**config.mk**
```make
export PLATFORM = sky130hd
export DESIGN_NAME = alu_md
export DESIGN_NICKNAME = d
export VERILOG_FILES = /design/src/rtl/alu_md.sv
export SDC_FILE = /design/constraint.sdc
export NUM_CORES = 1
export LEC_CHECK = 0
export ABC_CLOCK_PERIOD_IN_PS = 10240
export BUFFER_PORTS_ARGS = -buffer_cell sky130_fd_sc_hd__buf_2
export CORE_UTILIZATION = 50
export DETAILED_ROUTE_END_ITERATION = 10
export PLACE_DENSITY = 0.68
export SLEW_MARGIN = 25
export SYNTH_ARGS = -nofsm -noshare
export SYNTH_HDL_FRONTEND = slang
export SYNTH_SLANG_ARGS = --single-unit
export TNS_END_PERCENT = 10
```
**constraint.sdc**
```tcl
create_clock -name clk -period 10.24 [get_ports clk]
set_input_delay 0.512 -clock clk [delete_from_list [all_inputs] [get_ports clk]]
set_output_delay 0.512 -clock clk [all_outputs]
set_load 0.005 [all_outputs]
```
**src/rtl/alu_md.sv**
```systemverilog
// Execute-stage ALU: single-cycle integer ops on `c` plus an iterative
// multiply/divide unit (shift-add / restoring) that writes the HI/LO registers.
module alu_md #(
  parameter int WIDTH = 32,
  parameter int SHW   = $clog2(WIDTH)
) (
  input  logic             clk,
  input  logic             rst,
  input  logic [WIDTH-1:0] a,
  input  logic [WIDTH-1:0] b,
  input  logic [3:0]       cmd,
  input  logic             start,
  output logic [WIDTH-1:0] c,
  output logic [WIDTH-1:0] hi,
  output logic [WIDTH-1:0] lo,
  output logic             busy,
  output logic             done
);

  typedef enum logic [1:0] {S_IDLE, S_RUN, S_DONE} state_t;

  state_t             state, state_nxt;
  logic [SHW-1:0]     cnt;
  logic               op_div, op_uns;
  logic [WIDTH-1:0]   a_l, b_l, mb;
  logic [2*WIDTH-1:0] acc, acc_nxt;
  logic               accept, last;
  logic [WIDTH-1:0]   mag_a, mag_b;
  logic [SHW-1:0]     sh;

  assign sh = b[SHW-1:0];

  // NOTE: every path assigns c first via the default, so no latch is inferred.
  always_comb begin
    c = '0;
    case (cmd)
      4'd0:    c = a + b;
      4'd2:    c = a - b;
      4'd4:    c = a & b;
      4'd5:    c = a | b;
      4'd6:    c = ~(a | b);
      4'd7:    c = a ^ b;
      4'd8:    c = a << sh;
      4'd9:    c = $signed(a) >>> sh;
      4'd10:   c = a >> sh;
      4'd11:   c = {{(WIDTH-1){1'b0}}, $signed(a) < $signed(b)};
      default: c = '0;
    endcase
  end

  // cmd 12..15: bit 1 selects divide, bit 0 selects unsigned.
  assign accept = start && (cmd[3:2] == 2'b11) && (state != S_RUN);
  assign last   = (state == S_RUN) && (cnt == SHW'(WIDTH - 1));
  assign mag_a  = (!cmd[0] && a[WIDTH-1]) ? -a : a;
  assign mag_b  = (!cmd[0] && b[WIDTH-1]) ? -b : b;
  assign busy   = (state == S_RUN);
  assign done   = (state == S_DONE);

  always_comb begin
    state_nxt = state;
    case (state)
      S_IDLE, S_DONE: state_nxt = accept ? S_RUN : S_IDLE;
      S_RUN:          state_nxt = last ? S_DONE : S_RUN;
      default:        state_nxt = S_IDLE;
    endcase
  end

  // NOTE: state registers use non-blocking assignments so every flop samples pre-edge values.
  always_ff @(posedge clk) begin
    if (rst) state <= S_IDLE;
    else     state <= state_nxt;
  end

  // One iteration: shift-add multiply, or restoring divide with the
  // remainder in the upper half and the quotient shifting into the lower half.
  logic [WIDTH:0]   mul_sum;
  logic [WIDTH:0]   div_rs;
  logic [WIDTH+1:0] div_diff;

  always_comb begin
    mul_sum  = {1'b0, acc[2*WIDTH-1:WIDTH]} + (acc[0] ? {1'b0, mb} : '0);
    div_rs   = {acc[2*WIDTH-1:WIDTH], acc[WIDTH-1]};
    div_diff = {1'b0, div_rs} - {2'b00, mb};
    if (!op_div)
      acc_nxt = {mul_sum, acc[WIDTH-1:1]};
    else if (!div_diff[WIDTH+1])
      acc_nxt = {div_diff[WIDTH-1:0], acc[WIDTH-2:0], 1'b1};
    else
      acc_nxt = {div_rs[WIDTH-1:0], acc[WIDTH-2:0], 1'b0};
  end

  // Sign correction and the divide-by-zero override, applied to the final iteration.
  logic               neg_a, neg_b;
  logic [2*WIDTH-1:0] prod;
  logic [WIDTH-1:0]   quo, rem, res_hi, res_lo;

  always_comb begin
    neg_a  = !op_uns && a_l[WIDTH-1];
    neg_b  = !op_uns && b_l[WIDTH-1];
    prod   = (neg_a ^ neg_b) ? -acc_nxt : acc_nxt;
    quo    = (neg_a ^ neg_b) ? -acc_nxt[WIDTH-1:0] : acc_nxt[WIDTH-1:0];
    rem    = neg_a ? -acc_nxt[2*WIDTH-1:WIDTH] : acc_nxt[2*WIDTH-1:WIDTH];
    res_hi = prod[2*WIDTH-1:WIDTH];
    res_lo = prod[WIDTH-1:0];
    if (op_div) begin
      if (b_l == '0) begin
        res_hi = a_l;
        res_lo = '1;
      end else begin
        res_hi = rem;
        res_lo = quo;
      end
    end
  end

  always_ff @(posedge clk) begin
    if (rst) begin
      hi  <= '0;
      lo  <= '0;
      cnt <= '0;
    end else begin
      if (accept)               cnt <= '0;
      else if (state == S_RUN)  cnt <= cnt + 1'b1;
      if (last) begin
        hi <= res_hi;
        lo <= res_lo;
      end
    end
  end

  // NOTE: datapath working registers are always loaded on accept before use, so they carry no reset.
  always_ff @(posedge clk) begin
    if (accept) begin
      op_div <= cmd[1];
      op_uns <= cmd[0];
      a_l    <= a;
      b_l    <= b;
      mb     <= mag_b;
      acc    <= {{WIDTH{1'b0}}, mag_a};
    end else if (state == S_RUN) begin
      acc <= acc_nxt;
    end
  end

endmodule

```
==> summary.txt, run 1 <==
Outcome: finished clean
Post-synthesis mux area share: 6.736%
Yosys top cell area share: 14.93%
PwrDens: 153.9 nW/um^2
GRT overflow: 0
Compound-Gate Fraction of Synth Area: 28.89%
Slew Limit Headroom: 22.59%
Adder-Cell Fraction of Synth Area: 8.361%
DRT iter0 DRCs: 3,622
Fin crit share: 60.28%
Row Count: 83
Vias/cell: 6.889
Initial antenna violation count: 6
Die W: 229.8 um
Post-route minimum period: 6.173 ns
Setup Skew: 0.01556 ns
Core area: 51,300 um^2
DR DRC count: 0
I/O pin cnt: 169
Worst slew pin tran: 1.149 ns
Synthesized area: 25,950 um^2
CTS Root Cell: clkbuf_16
Most instantiated library cell after synthesis: nor2_1
Synth area leader: edfxtp_1
Syn nets: 3,611
Setup TNS Final: 0 ns
Total Wirelength: 116,900 um
H-tree levels: 1
ANT nets after route: 0
Critical Path RT: 10.74 ns
Max VDD drop: 0.1258 mV
Cells after DPL: 4,031
Synth Warn #: 0
Fillers: 4,892
Max Cap Viol: 0
Final net count: 3,624
Vias: 28.16k
# setup viols final: 0
DR WL/cell: 28.60 um
Total Die Area: 52,810 um^2
Combinational family with the most area after synthesis: compound AO/OA/AOI/OAI gates
Number of synthesized flops with an enable pin: 129
DP HPWL: 89,190 um
Ys async rst share: 0%
Critical Path Start Type: flop
Slew Viols, Final: 0
Simple-Gate Fraction of Synth Area: 20.80%
Syn avg cell area: 7.702 um^2
RSZ-0062 raised after global routing: false
Total track usage: 42.89%
Post-CTS setup buffer count: 0
Crit Path Max Fanout: 14
Xor and xnor area share after synthesis: 6.346%
Num CTS Buffers: 29
Mapped Cells: 3,369
#FFs+latches synth: 232
Synth cell types: 114
Final Non-Filler Cells: 4,088
Cts hold-fix bufs: 0
CTS tree: built
Placed cell areas: 27,050 um^2
WS Path Type: reg -> reg
CP arrival: 6.68 ns
Post-CTS sizing: 0
Setup crit end kind: flop
Share of cells above drive strength 1: 11.25%
Maximum clock frequency: 162.0 MHz
Placer Congestion: 1.078
Synth top area cells: edfxtp_1, ha_1, dfxtp_1
Drt first pass iters: 8
Design area: 28,000 um^2
Part of the Yosys area used for sequential elements: 22.87%
Leakage power: 11.33 nW
Max Root-Sink Buffers: 3
Area grow syn2layout: 7.903%
Ys flop type: edfxtp_1
Vert. Die Dim: 229.8 um
First-pass GRT wire length: 170,800 um
Hold Path Class: in -> reg
Clock-pin slew on the worst setup and hold paths: 0.06 ns
Pin count of the biggest net entering global routing: 83
Clk_lat worst skew: 0.59 ns
Initial core utilization: 50.58%
CTS sink cnt: 232
Port Buffer Count: 168
Vias in the first global route: 25.97k
Final Hold Viols: 0
Top post-synthesis cells by count: nor2_1, a21oi_1, nand2_1
## cell families (layout without fill, tap and decap cells)
group,count (synthesis),count (layout)
AO/OA/AOI/OAI,1117,1117
XOR/XNOR,188,188
adder cells (fa/ha/maj),171,171
buffers and inverters,385,420
flip-flops,232,232
multiplexers,151,151
other,0,4
AND/OR/NAND/NOR,1125,1125
## critical path, cell delays in order (launching register included)
cell	delay, ns
edfxtp_1	0.36
inv_1	0.05
ha_1	0.40
a21oi_1	0.30
o21bai_1	0.20
a211oi_2	0.38
o31ai_1	0.11
buf_4	0.21
a21oi_4	0.48
nor2_1	0.33
nor2_1	0.30
ha_1	0.24
nand2_1	0.09
or4_1	0.51
or2_1	0.27
nor3_2	0.14
nand3_1	0.16
nor2_2	0.40
inv_1	0.15
or4_1	0.49
mux2_2	0.29
a311oi_2	0.23
## state kept, by name, indices dropped and copies added (netlist names)
| name | flops |
|---|---|
| acc | 64 |
| a_l | 32 |
| b_l | 32 |
| hi | 32 |
| lo | 32 |
| mb | 31 |
| cnt | 5 |
| state | 2 |
| op_div | 1 |
| op_uns | 1 |
## path summary, 6_finish.rpt
check,from,to,slack [ns],depth (start not counted)
setup / recovery,mb[18]$_DFFE_PP_,hi[24]$_SDFFE_PP0P_,4.07,21
hold / removal,b[15],b_l[15]$_DFFE_PP_,0.14,1
setup reg to reg,mb[18]$_DFFE_PP_,hi[24]$_SDFFE_PP0P_,4.07,21
hold reg to reg,hi[9]$_SDFFE_PP0P_,hi[9]$_SDFFE_PP0P_,0.45,2
## final cells by class
class                           count  area, um^2  share of cell area (%)
Antenna cell                        4       10.01                 0.03575
Multi-Input combinational cell   2752       18500                   66.06
Clock inverter                     20       196.4                  0.7016
Sequential cell                   232        5936                   21.20
Clock buffer                       33       740.7                   2.645
Timing Repair Buffer              214        1194                   4.263
Inverter                          153       576.8                   2.060
Tap cell                          680       850.8                   3.039
## cell usage in the layout (no fill, tap or decap), types with 111 or more instances in the layout
cell and instances:
nor2_1 377, a211oi_1 111, o21ai_0 229, ha_1 167, edfxtp_1 129, a21oi_1 282, xnor2_1 133, buf_2 165
nand2_1 258, inv_1 146
## per-layer routing
metal	up-vias	wire, um	track usage (%)
met5	-	0	0
met4	0	8647	28.04
met3	325	12800	8.544
met2	1860	50180	65.66
met1	13430	45290	54.82
li1	12550	-	-
## where the power goes
part | switching [mW] | total [mW] | internal, mW
Sequential | 0.0615 | 1.11 | 1.05
Clock | 0.443 | 1.04 | 0.596
Combinational | 1.45 | 2.16 | 0.713
Total | 1.95 | 4.31 | 2.36
## stage by stage
step | power (mW) | util (%) | setup slack (ns) | hold WS, ns
after floorplan | 2.545 | - | 5.411 | 0.4388
after global placement | 3.193 | 52.70 | 4.438 | 0.4312
after detailed placement | 3.200 | 52.72 | 4.232 | 0.4387
after CTS | 4.237 | 54.55 | 4.207 | 0.1189
after global routing | 4.476 | 54.56 | 3.742 | 0.1319
final | 4.310 | 54.58 | 4.067 | 0.1361
Note: power is estimated with default switching activity, not from simulation.
==> run 2, diff against run 1 <==
Settings changed: ABC_CLOCK_PERIOD_IN_PS 10240 to 6300.
Clock period 10.24 ns to 6.3 ns, I/O delays scaled along.
==> summary.txt, run 2 (same netlist as run 1, synthesis figures left out) <==
Core area: 51,300 um^2
First-pass GRT wire length: 172,600 um
H-tree levels: 1
Family with the most delay on the worst path: simple AND/OR/NAND/NOR gates
WS Path Type: reg -> reg
Commonest non-fill, non-tap cell in the layout: nor2_1
DRT iter0 DRCs: 3,570
Slowest-stage cell, CP: a21oi_4
Port Buffer Count: 168
RSZ-0062 raised after global routing: false
Final net count: 3,665
CTS tree: built
Final Hold Viols: 0
Post-CTS sizing: 0
Multi-input logic area: 18,490 um^2
Drt first pass iters: 8
CTS Root Cell: clkbuf_16
Cells along the critical path: inv_1 > ha_1 > a21oi_1 > o21bai_1 > a211oi_2 > o31ai_1 > buf_4 > a21oi_4 > nor2_1 > nor2_1 > ha_1 > nand2_1 > or4_1 > or2_1 > nor3_2 > nand3_1 > nor2_2 > inv_1 > or4_1 > mux2_2 > a311oi_2
Critical Path Start Type: flop
Critical Path Max Stage Delay: 0.53 ns
PwrDens: 252.3 nW/um^2
Worst slew pin tran: 1.207 ns
Pin count of the biggest net entering global routing: 83
GRT overflow: 0
Cts hold-fix bufs: 16
Setup Skew: 0.03051 ns
Slew Viols, Final: 0
Clock-pin slew on the worst setup and hold paths: 0.06 ns
CP arrival: 6.41 ns
R2R depth: 21
Total Die Area: 52,810 um^2
Share of cells above drive strength 1: 11.96%
DR DRC count: 0
Area grow syn2layout: 9.499%
Clk_lat worst skew: 0.61 ns
Post-route minimum period: 5.904 ns
Vert. Die Dim: 229.8 um
CTS sink cnt: 232
Most frequent cells in the layout: nor2_1, a21oi_1, nand2_1
Critical Path RT: 6.80 ns
Placer Congestion: 1.039
Total Wirelength: 118,000 um
Vias/cell: 6.833
Crit Path Max Fanout: 14
CP bufs+invs: 3
Sequential Area: 5936 um^2
Maximum clock frequency: 169.4 MHz
Max VDD drop: 0.2478 mV
Worst Hold Depth: 1
Setup TNS Final: 0 ns
Total track usage: 43.32%
Worst R2R Start: mb[18]$_DFFE_PP_
Leakage power: 11.56 nW
Fillers: 4,909
Final Non-Filler Cells: 4,125
Critical path origin: mb[18]$_DFFE_PP_
Slew Limit Headroom: 18.67%
Die W: 229.8 um
I/O pin cnt: 169
Cells after DPL: 4,057
Fin crit share: 93.71%
# setup viols final: 0
Initial core utilization: 50.58%
Vias: 28.19k
DP HPWL: 90,370 um
ANT nets after route: 0
Min-delay src: b[8]
CP Depth: 21
Num CTS Buffers: 28
Setup crit end kind: flop
Row Count: 83
Hold Path Class: in -> reg
Max Cap Viol: 0
Post-CTS setup buffer count: 0
Max reg flops: 64
Initial antenna violation count: 6
Vias in the first global route: 26.22k
DR WL/cell: 28.60 um
Max Root-Sink Buffers: 3
Total Power: 7.169 mW
Outcome: finished clean
Reg with most FFs: acc
==> run 2: layout make-up <==
cell class	count	share of cell area [%]
antenna	1	0.008807
clock buffer	37	2.871
clock inverter	14	0.5901
inverter	153	2.030
multi-input combinational	2752	65.06
sequential	232	20.89
tap	680	2.994
timing repair buffer	256	5.557
==> run 2: power breakdown <==
group	leakage, nW	internal [mW]	switching [mW]
Combinational	9.04	1.23	2.39
Sequential	2.02	1.70	0.105
Clock	0.489	1.03	0.714
==> run 2: worst reg2reg max path, cell delays in order, from the launching register on <==
cell and delay (ns):
edfxtp_1 0.36, inv_1 0.05, ha_1 0.39, a21oi_1 0.29
o21bai_1 0.19, a211oi_2 0.35, o31ai_1 0.12, buf_4 0.22
a21oi_4 0.53, nor2_1 0.13, nor2_1 0.22, ha_1 0.23
nand2_1 0.09, or4_1 0.53, or2_1 0.27, nor3_2 0.15
nand3_1 0.18, nor2_2 0.36, inv_1 0.13, or4_1 0.50
mux2_2 0.29, a311oi_2 0.22
==> run 2: path summary, 6_finish.rpt <==
path	slack, ns	to
hold reg to reg	0.44	hi[9]$_SDFFE_PP0P_
setup / recovery	0.40	hi[24]$_SDFFE_PP0P_
hold / removal	0.03	b_l[8]$_DFFE_PP_
setup reg to reg	0.40	hi[24]$_SDFFE_PP0P_
==> run 2: routing by layer <==
metal  GRT usage [%]  vias to the layer above  share of wire (%)
met1           55.15                    13460                 39
met2           66.56                     1746                 43
met5               0                        -              0.013
li1                -                    12620                  -
met3           7.825                      360                 10
met4           29.72                        2                8.0
==> run 2: per-stage QoR <==
stage | instance area, um^2 | setup WS (ns) | utilization, % | hold slack (ns)
after floorplan | 25950 | 1.471 | - | 0.4139
after global placement | 27240 | 0.6284 | 53.09 | 0.4310
after detailed placement | 27260 | 0.5421 | 53.15 | 0.4373
after CTS | 28410 | 0.4951 | 55.38 | 0.01159
after global routing | 28410 | 0.04265 | 55.39 | 0.01673
final | 28410 | 0.3960 | 55.39 | 0.02909
